### src/rtl/sdram_port_arbiter_pkg.sv
// Shared definitions for the SDRAM port arbiter: FSM states, requester ids, direction codes.
// Latency: n/a (package).
// Backpressure: n/a (package).
package sdram_port_arbiter_pkg;

   typedef enum logic [1:0] {
      IDLE    = 2'd0,
      ISSUE   = 2'd1,
      RD_WAIT = 2'd2
   } state_t;

   localparam logic [1:0] REQ_LOADER = 2'd0;
   localparam logic [1:0] REQ_CPU    = 2'd1;
   localparam logic [1:0] REQ_PPU    = 2'd2;

   localparam logic RW_WRITE = 1'b1;
   localparam logic RW_READ  = 1'b0;

endpackage

### src/rtl/sdram_port_arbiter_slot.sv
// Per-requester holding register: captures one request while empty and releases it on clear.
// Latency: full rises on the edge that captures the request.
// Backpressure: full stays high until the arbiter issues the command; requests arriving while full are dropped.
module arb_req_slot #(
   parameter int ADDR_W = 23,
   parameter int DATA_W = 8
) (
   input  logic              clk,
   input  logic              rst,
   input  logic              req_valid,
   input  logic              req_rw,
   input  logic [ADDR_W-1:0] req_addr,
   input  logic [DATA_W-1:0] req_wdata,
   input  logic              clear,
   output logic              full,
   output logic              rw,
   output logic [ADDR_W-1:0] addr,
   output logic [DATA_W-1:0] wdata
);

   // Capture into an empty slot; clear and capture never coincide because clear implies full.
   always_ff @(posedge clk or posedge rst) begin
      if (rst) begin
         full  <= 1'b0;
         rw    <= 1'b0;
         addr  <= '0;
         wdata <= '0;
      end else if (clear) begin
         full <= 1'b0;
      end else if (req_valid && !full) begin
         full  <= 1'b1;
         rw    <= req_rw;
         addr  <= req_addr;
         wdata <= req_wdata;
      end
   end

endmodule

### src/rtl/sdram_port_arbiter.sv
// Shares one SDRAM controller port between loader, CPU and PPU; routes read data back to the issuer.
// Latency: accept at E0, grant at E1, sdram_in_valid high E2..E3; read data returns one cycle after sdram_out_valid.
// Backpressure: req_busy per requester while its slot is full; ISSUE holds while sdram_busy is high.
module sdram_port_arbiter
   import sdram_port_arbiter_pkg::*;
#(
   parameter int ADDR_W  = 23,
   parameter int DATA_W  = 8,
   parameter int TIMEOUT = 255
) (
   input  logic                clk,
   input  logic                rst,
   input  logic                load_done,
   input  logic [2:0]          req_valid,
   input  logic [2:0]          req_rw,
   input  logic [3*ADDR_W-1:0] req_addr,
   input  logic [3*DATA_W-1:0] req_wdata,
   output logic [2:0]          req_busy,
   output logic [2:0]          rsp_valid,
   output logic [DATA_W-1:0]   rsp_data,
   output logic                rsp_err,
   output logic [ADDR_W-1:0]   sdram_addr,
   output logic                sdram_rw,
   output logic [DATA_W-1:0]   sdram_din,
   output logic                sdram_in_valid,
   input  logic [DATA_W-1:0]   sdram_dout,
   input  logic                sdram_busy,
   input  logic                sdram_out_valid
);

   // Last RD_WAIT count value before giving up; RD_WAIT lasts exactly TIMEOUT cycles without a response.
   localparam logic [7:0] TMO_LAST = 8'(TIMEOUT - 1);

   logic [2:0]        slot_full;
   logic [2:0]        slot_clear;
   logic [2:0]        slot_rw;
   logic [ADDR_W-1:0] slot_addr  [3];
   logic [DATA_W-1:0] slot_wdata [3];

   state_t            state, state_nxt;
   logic [1:0]        owner, grant_idx;
   logic [2:0]        owner_oh;
   logic              grant, issue, rd_done, rd_tmo;
   logic              rr_ppu;       // 1: PPU wins the next CPU/PPU tie
   logic [7:0]        tmo_cnt;
   logic              gnt_rw;
   logic [ADDR_W-1:0] gnt_addr;
   logic [DATA_W-1:0] gnt_wdata;

   genvar i;
   generate
      for (i = 0; i < 3; i++) begin : g_slot
         arb_req_slot #(.ADDR_W(ADDR_W), .DATA_W(DATA_W)) u_slot (
            .clk       (clk),
            .rst       (rst),
            .req_valid (req_valid[i]),
            .req_rw    (req_rw[i]),
            .req_addr  (req_addr[i*ADDR_W +: ADDR_W]),
            .req_wdata (req_wdata[i*DATA_W +: DATA_W]),
            .clear     (slot_clear[i]),
            .full      (slot_full[i]),
            .rw        (slot_rw[i]),
            .addr      (slot_addr[i]),
            .wdata     (slot_wdata[i])
         );
         assign owner_oh[i]   = (owner == 2'(i));
         assign slot_clear[i] = issue && owner_oh[i];
      end
   endgenerate

   assign req_busy = slot_full;

   // State register.
   always_ff @(posedge clk or posedge rst) begin
      if (rst) state <= IDLE;
      else     state <= state_nxt;
   end

   // Next state, grant selection (loader first, then CPU/PPU round-robin) and completion events.
   always_comb begin
      state_nxt = state;
      grant     = 1'b0;
      grant_idx = REQ_LOADER;
      gnt_rw    = slot_rw[REQ_LOADER];
      gnt_addr  = slot_addr[REQ_LOADER];
      gnt_wdata = slot_wdata[REQ_LOADER];
      issue     = 1'b0;
      rd_done   = 1'b0;
      rd_tmo    = 1'b0;
      case (state)
         IDLE: begin
            if (slot_full[REQ_LOADER]) begin
               grant = 1'b1;
            end else if (load_done && slot_full[REQ_CPU] && !(slot_full[REQ_PPU] && rr_ppu)) begin
               grant     = 1'b1;
               grant_idx = REQ_CPU;
               gnt_rw    = slot_rw[REQ_CPU];
               gnt_addr  = slot_addr[REQ_CPU];
               gnt_wdata = slot_wdata[REQ_CPU];
            end else if (load_done && slot_full[REQ_PPU]) begin
               grant     = 1'b1;
               grant_idx = REQ_PPU;
               gnt_rw    = slot_rw[REQ_PPU];
               gnt_addr  = slot_addr[REQ_PPU];
               gnt_wdata = slot_wdata[REQ_PPU];
            end
            if (grant) state_nxt = ISSUE;
         end
         ISSUE: begin
            if (!sdram_busy) begin
               issue     = 1'b1;
               state_nxt = (sdram_rw == RW_WRITE) ? IDLE : RD_WAIT;
            end
         end
         RD_WAIT: begin
            if (sdram_out_valid) begin
               rd_done   = 1'b1;
               state_nxt = IDLE;
            end else if (tmo_cnt == TMO_LAST) begin
               rd_tmo    = 1'b1;
               state_nxt = IDLE;
            end
         end
         default: state_nxt = IDLE;
      endcase
   end

   // Command registers, round-robin pointer, timeout counter and response routing.
   always_ff @(posedge clk or posedge rst) begin
      if (rst) begin
         owner          <= REQ_LOADER;
         rr_ppu         <= 1'b0;
         tmo_cnt        <= '0;
         sdram_addr     <= '0;
         sdram_rw       <= RW_READ;
         sdram_din      <= '0;
         sdram_in_valid <= 1'b0;
         rsp_valid      <= '0;
         rsp_data       <= '0;
         rsp_err        <= 1'b0;
      end else begin
         sdram_in_valid <= issue;
         rsp_valid      <= '0;
         if (grant) begin
            owner      <= grant_idx;
            sdram_addr <= gnt_addr;
            sdram_rw   <= gnt_rw;
            sdram_din  <= gnt_wdata;
            if (grant_idx != REQ_LOADER) rr_ppu <= (grant_idx == REQ_CPU);
         end
         if (issue)                tmo_cnt <= '0;
         else if (state == RD_WAIT) tmo_cnt <= tmo_cnt + 8'd1;
         if (rd_done) begin
            rsp_data  <= sdram_dout;
            rsp_valid <= owner_oh;
         end else if (rd_tmo) begin
            rsp_data  <= '1;
            rsp_valid <= owner_oh;
            rsp_err   <= 1'b1;
         end
      end
   end

endmodule

### config.mk
export PLATFORM = sky130hd
export DESIGN_NAME = sdram_port_arbiter
export DESIGN_NICKNAME = d
export VERILOG_FILES = /design/src/rtl/sdram_port_arbiter_pkg.sv /design/src/rtl/sdram_port_arbiter_slot.sv /design/src/rtl/sdram_port_arbiter.sv
export SDC_FILE = /design/constraint.sdc
export NUM_CORES = 1
export LEC_CHECK = 0
export ABC_AREA = 1
export CORE_MARGIN = 8
export CORE_UTILIZATION = 50
export CTS_CLUSTER_DIAMETER = 150
export DETAILED_ROUTE_END_ITERATION = 12
export PLACE_DENSITY = 0.8
export SETUP_SLACK_MARGIN = 0.4
export SYNTH_ARGS = -nofsm -noshare
export SYNTH_HDL_FRONTEND = slang
export SYNTH_SLANG_ARGS = --single-unit
### constraint.sdc
create_clock -name clk -period 5.4 [get_ports clk]
set_input_delay 0.81 -clock clk [delete_from_list [all_inputs] [get_ports clk]]
set_output_delay 0.81 -clock clk [all_outputs]
set_load 0.005 [all_outputs]
# Yosys cells after proc, flatten, opt, wreduce, memory -nomap -nowiden
# Cells that the tools add are included.
# totals
output_inout_bits	48
word_cells	111
reg_bits	157
# op_classes
n_bitwise	4
eq_ne	9
mux	46
addsub	1
reduce_logical	28
# op_table
op	n
23-bit 2-to-1 mux	4
8-bit 2-to-1 mux	8
1-bit 2-to-1 mux	22
2-bit 2-to-1 mux	9
2-bit nonzero test	6
1-bit logical AND	10
2-bit AND reduction	5
8-bit by 1-bit adder with 8-bit output (second input constant)	1
8-bit == test (second input constant)	1
2-bit by 1-bit == test with 1-bit output (second input constant)	3
3-bit 2-to-1 mux	2
2-bit case mux with 3 select lines	1
2-bit == test (second input constant)	2
1-bit logical NOT	4
2-bit logical NOT	2
2-bit != test (second input constant)	2
1-bit inverter	4
3-bit != test (second input constant)	1
3-bit AND reduction	1

# Longest topological paths before layout
# logic_depth
word_depth	8
mapped_depth	9

# Hierarchy
# Synthesis repeated with hierarchy kept, for this count alone.
# unflattened
cells_unflattened	983
area_unflattened_um2	7472.2
# by_module_without_submodules
module	area_each_um2	seq_area_each_um2	instances	cells_per_inst
arb_req_slot	1331.3	825.8	3	144
sdram_port_arbiter	3478.3	1451.4	1	551

# Least setup slack after synthesis
# No wires, ideal clock.
# synth_path
path_type	input -> register
startpoint	input port load_done
endpoint	register sdram_addr[0]
path_buffers	1
stages	9
slack_ns	3.661
t_arrival_ns	1.622
cell_sequence	nand2_1 > inv_1 > nand2_1 > inv_1 > nand2_1 > buf_2 > nand3_1 > nand3_1 > nand2_1
# synth_between
elab_chain_cells	6
elab_cells_between_ends	12
cone_classes	9 x mux; 3 x reduce/logical
# synth_lines
element	line	rtl
start, declared	sdram_port_arbiter.sv:13	input logic load_done,
1-bit logical AND, on equally long branches	sdram_port_arbiter.sv:100, sdram_port_arbiter.sv:94	
1-bit 2-to-1 mux or 1-bit logical AND (tied branches)	sdram_port_arbiter.sv:100, sdram_port_arbiter.sv:94	
1-bit 2-to-1 mux	sdram_port_arbiter.sv:94	end else if (load_done && slot_full[REQ_CPU] && !(slot_full[REQ_PPU] && rr_ppu)) begin
1-bit 2-to-1 mux	sdram_port_arbiter.sv:92	if (slot_full[REQ_LOADER]) begin
1-bit 2-to-1 mux (2 in series)	sdram_port_arbiter.sv:90	case (state)
end signal, assigned	sdram_port_arbiter.sv:146	sdram_addr <= gnt_addr;
end, declared	sdram_port_arbiter.sv:22	output logic [ADDR_W-1:0] sdram_addr,
# Several ways; a longest one is shown, not always the timed one. The select of a mux whose other input is x is not followed.
# A chain may end at the register's enable or synchronous reset.

# Worst setup path in the final report
# layout_path
startpoint	input port load_done
endpoint	register sdram_addr[11]
# The elaborated chain is that of the path after synthesis.

==> impl_summary.md <==
Clocking
After clock tree synthesis, the setup repair step added 0 buffers. The post-cts gate resize count is 0. The count of hold-fix buffers inserted at cts is 0. The number of levels the H-tree was split into is 4. The clock reaches the later pin of the worst-skew pair after 0.42 ns.

In this run, CTS created clock tree buffers numbering 17. The cell at the root of the clock tree is sky130_fd_sc_hd__clkbuf_16. The clock drives 157 sinks. TritonCTS built the clock tree. The clock passes through at most 2 buffers. Clock-pin slew was measured on the worst setup and hold paths at 0.06 ns.

Timing
Setup violations remaining at the end of the flow were counted as 0. The final max-slew violation count is 0. Adding up every negative setup slack in the final design gives 0 ns. In the post-route analysis, the smallest setup slack over all paths is 2.41 ns. The ratio of final minimum period to clock period is 55.4%. The worst path in the final design needs a cycle of 2.99 ns, including I/O delays and setup. The final clock skew is 0.00720 ns. The highest achievable clock rate is 334 MHz. The measured slew at the worst slew-check pin is 1.35 ns. The final-report hold violation count is 0. The worst slew margin relative to its limit is 9.66%.

Setup repair after global routing left no endpoint under its margin.

Power
Internal power comes to 3.24 mW. The clock share of power is 23.8%. The leakage component of the power is 4.51 nW.

The share of total power dissipated in sequential elements is 38.5%. The switching fraction of total power is 35.4%. The worst vdd rail ir drop is 277 uV.

The share of total power dissipated in combinational logic is 37.7%. In this run the power density over the cells is 551 mW/mm2. For this design the total switching power over the nets is 1.78 mW.

Final layout
Of the cells placed in the final design, the portion with a size suffix greater than 1 is 4.38%. The final layout contains 1,062 nets. The layout filler cell count is 1,123. Compared with the post-synthesis result, the final layout area differs by 32.0%. 0 antenna diodes ended up in the layout. The finished cells cover 0.00912 mm2.

Synthesis
After synthesis the netlist holds a flip-flop and latch count of 157. Yosys printed 0 warnings. The cell type contributing the most total cell area after synthesis is sky130_fd_sc_hd__dfrtp_1.

The cell area that synthesis handed to floorplanning was 0.00691 mm2. The primary flip-flop cell chosen by synthesis mapping is sky130_fd_sc_hd__dfrtp_1. Sorting the synthesized cells by area gives the leading types as sky130_fd_sc_hd__dfrtp_1 57%, sky130_fd_sc_hd__a21oi_1 9.5%, sky130_fd_sc_hd__inv_1 6.7%. The average instance in the mapped netlist occupies 8.51 um2. The synthesized design devotes to its leading area cell type 56.9% of total area. The fraction of the yosys area taken by sequential cells is 56.9%. The count of different cell masters after synthesis is 23. Counting instances in the post-synthesis netlist gives the leading cell types as 157 x sky130_fd_sc_hd__dfrtp_1, 131 x sky130_fd_sc_hd__a21oi_1, 123 x sky130_fd_sc_hd__inv_1, 113 x sky130_fd_sc_hd__nor2_1, 105 x sky130_fd_sc_hd__nand2_1.

The synthesized net count is 926. In the synthesized netlist, the number of instances is 812. The number of enable flip-flop cells after synthesis is 0. Among all cell types in the netlist, the one instantiated most often is sky130_fd_sc_hd__dfrtp_1.

Of all flip-flops after synthesis, the portion carrying an async set or reset was 100%.

Global route
The global routing met1 resource utilization is 29.5%. met2 is the most crowded layer. Global routing consumed, on the met3 layer, 5.84% of the routing resources. The number of global-route vias before repair came to 5,772. For met2 alone, demand over resource in global routing was 31.6%.

The first global-routing pass estimated 30,400 um of wire. Entering global routing, the biggest net connects 158 pins. The total track usage is 21.5%. The initial antenna violation count was 1. Global routing finished with a remaining overflow of 0.

Detailed routing
The detail-routed net length per standard cell is 16.7 um. The number of DRC violations after detailed-routing iteration 0 is 655. The post-detailed-routing wire length is 19,000 um. The number of vias after detailed routing is 5,975. The number of nets with antenna violations after detailed routing is 0.

After detailed routing, the number of vias per cell comes to 5.24. The total DRC errors in the routed layout is 0. Before antenna repair, the detailed router went through 5 iterations.

Run
Max-cap violations in this run came to 0.

Setup path
The critical path goes through clkdlybuf4s50_1 > nand2_1 > inv_1 > nand2_1 > buf_4 > inv_1 > nand2_1 > nand3_1 > nand3_1 > nand2_1. The cell type with the highest occurrence count on the critical path is sky130_fd_sc_hd__nand2_1. The worst setup path is captured at a register.

The slowest stage of the critical path belongs to the cell sky130_fd_sc_hd__nand2_1. STA classifies the critical path startpoint as a primary input. The endpoint required time on the critical path is 5.71 ns.

At the worst endpoint, the arrival time is 3.30 ns. The critical path in this run is classified as primary input to register. Along the worst path, the maximum fanout reaches 34.

The longest individual stage delay on the worst path is 0.91 ns.

Floorplan
The cell row count is 43. The die is 134 um wide. In this run the standard cell core region covers 0.0137 mm2.

The number of placed I/O pins is 160. The die covers 0.0178 mm2. Measured along the y axis, the die boundary spans 134 um. The initial core utilization is 50.6%.

Placement
The total placed instance area is 0.00854 mm2. Port buffering added 159 buffers. The final weighted congestion in routability-driven placement is 0.842. Detailed placement finished with a half-perimeter wire length of 13,100 um. Before CTS, the worst setup slack after placement is 2.04 ns.

Run status
The run finished with clean final reports.

Worst hold path
The tightest min-delay check is of the register to register type.
==> metrics by stage <==
stage / std cells / power, mW / util, % / hold slack [ns]
after global placement: 1109 / 3.73 / 62.5 / 0.449
final: 1140 / 5.03 / 66.8 / 0.480
after CTS: 1140 / 5.03 / 66.8 / 0.481
after global routing: 1140 / 5.35 / 66.8 / 0.499
after floorplan: 812 / 3.03 / - / 0.442
after detailed placement: 1109 / 3.82 / 62.5 / 0.464
==> state kept, by name (all words and copies together), names as in the netlist, 2 cells and up <==
signal               flops
g_slot.u_slot.rw         3
owner                    2
sdram_addr              23
g_slot.u_slot.addr      69
g_slot.u_slot.wdata     24
state                    2
g_slot.u_slot.full       3
sdram_din                8
rsp_data                 8
tmo_cnt                  8
rsp_valid                3
==> cells in the final DEF, fill, tap and decap left out, types with 4 or more instances in the layout <==
master	count
sky130_fd_sc_hd__nand3_1	71
sky130_fd_sc_hd__clkbuf_1	4
sky130_fd_sc_hd__a31oi_1	4
sky130_fd_sc_hd__clkinv_2	5
sky130_fd_sc_hd__o21ai_0	9
sky130_fd_sc_hd__nand2_1	104
sky130_fd_sc_hd__mux2i_1	4
sky130_fd_sc_hd__clkbuf_16	17
sky130_fd_sc_hd__dfrtp_1	157
sky130_fd_sc_hd__inv_1	122
sky130_fd_sc_hd__nand4_1	31
sky130_fd_sc_hd__a21oi_1	131
sky130_fd_sc_hd__buf_4	5
sky130_fd_sc_hd__nor2_1	112
sky130_fd_sc_hd__clkdlybuf4s50_1	159
==> logic make-up after synthesis <==
logic type | count (synthesis) | synth area share [%]
flops | 157 | 56.9
fa+ha+maj | 2 | 0.362
compound gates | 151 | 11.2
mux | 4 | 0.579
buf+inv | 172 | 10.4
simple gates | 326 | 20.6
==> critical path: cells and delay by family <==
kind / cells / cell delay [ns]
simple gates: 6 / 1.53
buf+inv: 4 / 0.94
==> metal layers <==
metal  wire [um]  part of all wire [%]
met5          13                 0.068
met4         541                   2.8
met2        8610                    45
met1        8340                    44
met3        1530                   8.0
==> final timing paths <==
kind | startpoint | slack [ns] | to | depth (start not counted)
max | load_done | 2.41 | sdram_addr[11] | 10
min in group asynchronous | rst | 0.96 | g_slot[2].u_slot.wdata[2] | 3
max reg2reg | state[0] | 2.56 | sdram_addr[11] | 7
max in group asynchronous | rst | 3.80 | tmo_cnt[2] | 3
min reg2reg | rsp_err | 0.48 | rsp_err | 2
min | rsp_err | 0.48 | rsp_err | 2
==> power by group through the flow <==
stage          clock [mW]  sequential, mW  combinational [mW]
2_1_floorplan           0            1.91                1.13
3_3_place_gp            0            1.93                1.81
3_5_place_dp            0            1.95                1.87
4_1_cts              1.21            1.93                1.89
5_1_grt              1.26            1.98                2.12
6_report             1.20            1.93                1.89
==> cell type report <==
cell class                      instances  area, um2  share of cell area, %
Clock buffer                           23        468                   5.13
Clock inverter                          8        115                   1.26
Inverter                              124        469                   5.14
Multi-Input combinational cell        483       2270                   24.9
Sequential cell                       157       3930                   43.1
Tap cell                              180        225                   2.47
Timing Repair Buffer                  165       1650                   18.1
Note: power is estimated with default switching activity, not from simulation.
